`config.mk`:
```
export PLATFORM = sky130hd
export DESIGN_NAME = mem_port_arbiter
export DESIGN_NICKNAME = d
export VERILOG_FILES = /design/src/rtl/mem_port_arbiter.sv
export SDC_FILE = /design/constraint.sdc
export NUM_CORES = 1
export LEC_CHECK = 0
export ABC_AREA = 1
export BUFFER_PORTS_ARGS = -buffer_cell sky130_fd_sc_hd__clkbuf_2
export CORE_UTILIZATION = 60
export DETAILED_ROUTE_END_ITERATION = 6
export PLACE_DENSITY = 0.88
export SETUP_SLACK_MARGIN = 0.05
export SLEW_MARGIN = 0
export SYNTH_ARGS = -nofsm -noshare
export SYNTH_HDL_FRONTEND = slang
export SYNTH_SLANG_ARGS = --single-unit
```
`constraint.sdc`:
```
create_clock -name clk -period 3.6 [get_ports clk]
set_clock_uncertainty 0.1 [all_clocks]
set_input_delay 0.72 -clock clk [delete_from_list [all_inputs] [get_ports clk]]
set_output_delay 0.72 -clock clk [all_outputs]
set_load 0.005 [all_outputs]
```
`src/rtl/mem_port_arbiter.sv`:
```
// Arbiter and handshake sequencer for the shared 64-bit memory port.
// Data port (1) wins ties; a starvation counter forces a fetch grant after MAX_CONSEC data grants.
module mem_port_arbiter #(
  parameter int MAX_CONSEC = 4,
  parameter int CNT_W      = 32
) (
  input  logic             clk,
  input  logic             rst,
  input  logic             req0,
  input  logic             we0,
  input  logic             req1,
  input  logic             we1,
  input  logic             mem_ack,
  output logic             sel,
  output logic             mem_req,
  output logic             mem_we,
  output logic             ack0,
  output logic             ack1,
  output logic             busy,
  output logic [CNT_W-1:0] grant0_cnt,
  output logic [CNT_W-1:0] grant1_cnt
);

  typedef enum logic [1:0] {
    IDLE = 2'd0,
    BUSY = 2'd1,
    DONE = 2'd2
  } state_t;

  localparam logic [3:0] L_MAX = 4'(MAX_CONSEC);

  state_t           r_state;
  state_t           w_state_nxt;
  logic             r_sel;
  logic [3:0]       r_starve_cnt;
  logic [CNT_W-1:0] r_grant0_cnt;
  logic [CNT_W-1:0] r_grant1_cnt;

  logic             w_grant;
  logic             w_win1;
  logic             w_starved;

  // Fetch is forced only when both request and the data port has used its quota.
  assign w_starved = req0 && (r_starve_cnt == L_MAX);
  assign w_win1    = req1 && !w_starved;
  assign w_grant   = (r_state == IDLE) && (req0 || req1);

  // NOTE: every combinational output gets a default first so no path leaves it unassigned (no latch).
  always_comb begin
    w_state_nxt = r_state;
    case (r_state)
      IDLE:    if (req0 || req1) w_state_nxt = BUSY;
      BUSY:    if (mem_ack)      w_state_nxt = DONE;
      DONE:                      w_state_nxt = IDLE;
      default:                   w_state_nxt = IDLE;
    endcase
  end

  // NOTE: state registers use non-blocking assignment so all flops update from pre-edge values.
  always_ff @(posedge clk or posedge rst) begin
    if (rst) begin
      r_state <= IDLE;
    end else begin
      r_state <= w_state_nxt;
    end
  end

  // sel changes only on a grant edge and stays frozen through BUSY and DONE.
  always_ff @(posedge clk or posedge rst) begin
    if (rst) begin
      r_sel <= 1'b0;
    end else if (w_grant) begin
      r_sel <= w_win1;
    end
  end

  always_ff @(posedge clk or posedge rst) begin
    if (rst) begin
      r_starve_cnt <= 4'd0;
    end else if (w_grant) begin
      if (!w_win1 || !req0) begin
        r_starve_cnt <= 4'd0;
      end else if (r_starve_cnt != L_MAX) begin
        r_starve_cnt <= r_starve_cnt + 4'd1;
      end
    end
  end

  // Grant counters wrap silently.
  always_ff @(posedge clk or posedge rst) begin
    if (rst) begin
      r_grant0_cnt <= '0;
      r_grant1_cnt <= '0;
    end else if (w_grant) begin
      if (w_win1) begin
        r_grant1_cnt <= r_grant1_cnt + 1'b1;
      end else begin
        r_grant0_cnt <= r_grant0_cnt + 1'b1;
      end
    end
  end

  assign sel        = r_sel;
  assign busy       = (r_state != IDLE);
  assign mem_req    = (r_state == BUSY);
  assign mem_we     = (r_state == BUSY) && (r_sel ? we1 : we0);
  assign ack0       = (r_state == DONE) && !r_sel;
  assign ack1       = (r_state == DONE) &&  r_sel;
  assign grant0_cnt = r_grant0_cnt;
  assign grant1_cnt = r_grant1_cnt;

endmodule

```
==> out/qor.txt <==
outcome: finished, final reports clean
crit path launch: r_state[0]
placer congestion estimate: 0.910
global router's overall resource usage: 0.279
CTS tree: done
Post-CTS Setup Bufs: 0
fin crit share: 0.608
pin count of the biggest net entering global routing: 34
# setup viols final: 0
area leader, netlist: dfrtp_1
CTS clock-pin slew for the worst setup and hold paths: 80 ps
FFs w/ async S/R, synth: 1.00
drt pass-1 iters: 4
critical path endpoint category: primary output
post-layout util: 0.730
First DRT Iteration DRCs: 179
global-route wire length before repair: 15700 µm
Vias: 3822
Via-to-Cell Ratio: 5.26
number of global-route vias before repair: 3595
Syn Inst Count: 560
Reg2Reg Launch Point: r_starve_cnt[0]
Worst Setup EP: mem_we
commonest cells after routing, fill and taps aside: nand2_1, nor2_1, clkbuf_2
H-tree levels: 3
cts bufs inserted: 9
cell area after placement: 0.00448 mm²
syn_area_per_cell: 7.17 µm²
Worst Tran Pin Value: 694 ps
hold crit path type: primary input to asynchronous set/reset pin
FF-to-FF End: grant0_cnt[11]
Post-Syn Area: 0.00401 mm²
crit-path max FO: 4
crit path DAT: 1370 ps
synth warn: 0
multi-input combinational cell area: 0.00194 mm²
Post-Layout Inst Area: 0.00466 mm²
ant diodes: 0
pre-CTS setup slack: 1450 ps
Max-slew headroom: 0.536
Final Hold Fails: 0
top-area cell type share of the netlist area: 0.443
Hold Slack: 353 ps
Reg area: 0.00178 mm²
HPWL after detailed placement: 6950 µm
r2r setup slk: 1680 ps
Die X: 83.8 µm
IO Pins: 77
R2R depth: 11
Die H: 83.8 µm
Max Cap Violations: 0
row count: 29
CTS resizes: 0
commonest non-fill, non-tap cell in the layout: nand2_1
fmax: 457 MHz
Distinct cells, synth: 24
ANT nets after route: 0
sequential share of the synthesized area: 0.443
die area: 0.00702 mm²
Hold Buf Count CTS: 0
layout cells sized above 1: 0.160
initial antenna violation count: 0
clk_lat worst skew: 350 ps
CP required: 2780 ps
CTS root buffer: clkbuf_8
Worst setup SP type: flop
drc violations: 0
WL per Instance: 12.5 µm
PnR worst setup slack: 1410 ps
Period minus WS final: 2190 ps
grt ovf: 0
core area: 0.00639 mm²
CTS max path bufs: 2
pins over their slew limit: 0
RSZ-0062 raised after global routing: no
number of fill cells in the layout: 510
synth top area cells: dfrtp_1, nand2_1, nor2_1, inv_1, nand3b_1
port bufs: 76
static leakage: 0.00249 µW
Seq cells post-synth: 71
worst vdd ir: 0.336 mV
CTS Sinks: 71
Area Overhead vs Synth: 16.1%
ys flop type: dfrtp_1
setup_tns: 0 ps
WL final: 9060 µm
NumNets Final: 656
starting density of the core: 0.629
Power Density: 421 mW/mm²
Setup CP Type: flop to primary output
Mapped Nets: 571
Post-synth EDFFs: 0
==> how the worst min path moves through the flow <==
| stage | start | to |
|---|---|---|
| detailed placement | grant1_cnt[31] | grant1_cnt[31] |
| floorplan | grant1_cnt[31] | grant1_cnt[31] |
| global route | rst | grant1_cnt[1] |
| global placement | grant1_cnt[31] | grant1_cnt[31] |
| finish | rst | grant1_cnt[0] |
| CTS | rst | grant1_cnt[0] |
==> stage by stage <==
step | power (µW) | cells
2_1_floorplan | 1200 | 560
5_1_grt | 2050 | 726
6_report | 1960 | 726
3_5_place_dp | 1360 | 711
4_1_cts | 1970 | 726
3_3_place_gp | 1340 | 711
==> Yosys cell counts (2+ instances only) <==
library cell / instances
nand2_1: 215
nor2_1: 80
dfrtp_1: 71
inv_1: 68
nand3b_1: 28
nand3_1: 26
o21ai_0: 13
xor2_1: 12
xnor2_1: 10
nand4_1: 7
nor3_1: 6
ha_1: 4
buf_2: 3
inv_2: 3
buf_4: 2
nand3_2: 2
nor2_4: 2
o21bai_1: 2
==> routing by layer <==
metal  up-vias  GRT usage  wire length [µm]
met5         -          0                 0
met2       134      0.472              4500
met1      1769      0.346              3810
met4         0      0.143               241
li1       1896          -                 -
met3        23     0.0435               520
==> worst max-delay path, stage by stage, from the launching register on <==
cell      delay, ps
dfrtp_1         430
inv_1            70
nor2_1          150
inv_1            90
a21oi_1         140
clkbuf_2        140
==> power by group <==
group,switching [µW],leakage [µW],internal [µW],total [µW]
Clock,305,0.0000892,315,619
Sequential,99.0,0.000945,878,977
Combinational,215,0.00146,150,365
==> cell type report <==
cell class / instances / share of cell area
multi-input cells: 413 / 0.416
repair buffers: 79 / 0.0864
well taps: 77 / 0.0207
inverters: 71 / 0.0572
clock inverters: 4 / 0.0102
clock buffers: 11 / 0.0282
flip-flops and latches: 71 / 0.381
==> state kept, by name, summed over array words and instances, names as in the netlist <==
signal,cells
grant1_cnt,32
r_starve_cnt,4
r_state,2
sel,1
grant0_cnt,32
==> cell families (layout without fill, tap and decap cells) <==
family | count (synthesis) | in the layout | share of synthesized area
AND/OR/NAND/NOR | 368 | 368 | 0.396
buffers and inverters | 76 | 165 | 0.0739
flip-flops | 71 | 71 | 0.443
XOR/XNOR | 22 | 22 | 0.0480
AO/OA/AOI/OAI | 19 | 19 | 0.0274
adder cells (fa/ha/maj) | 4 | 4 | 0.0125
No activity file was read; power rests on OpenSTA's default activity.
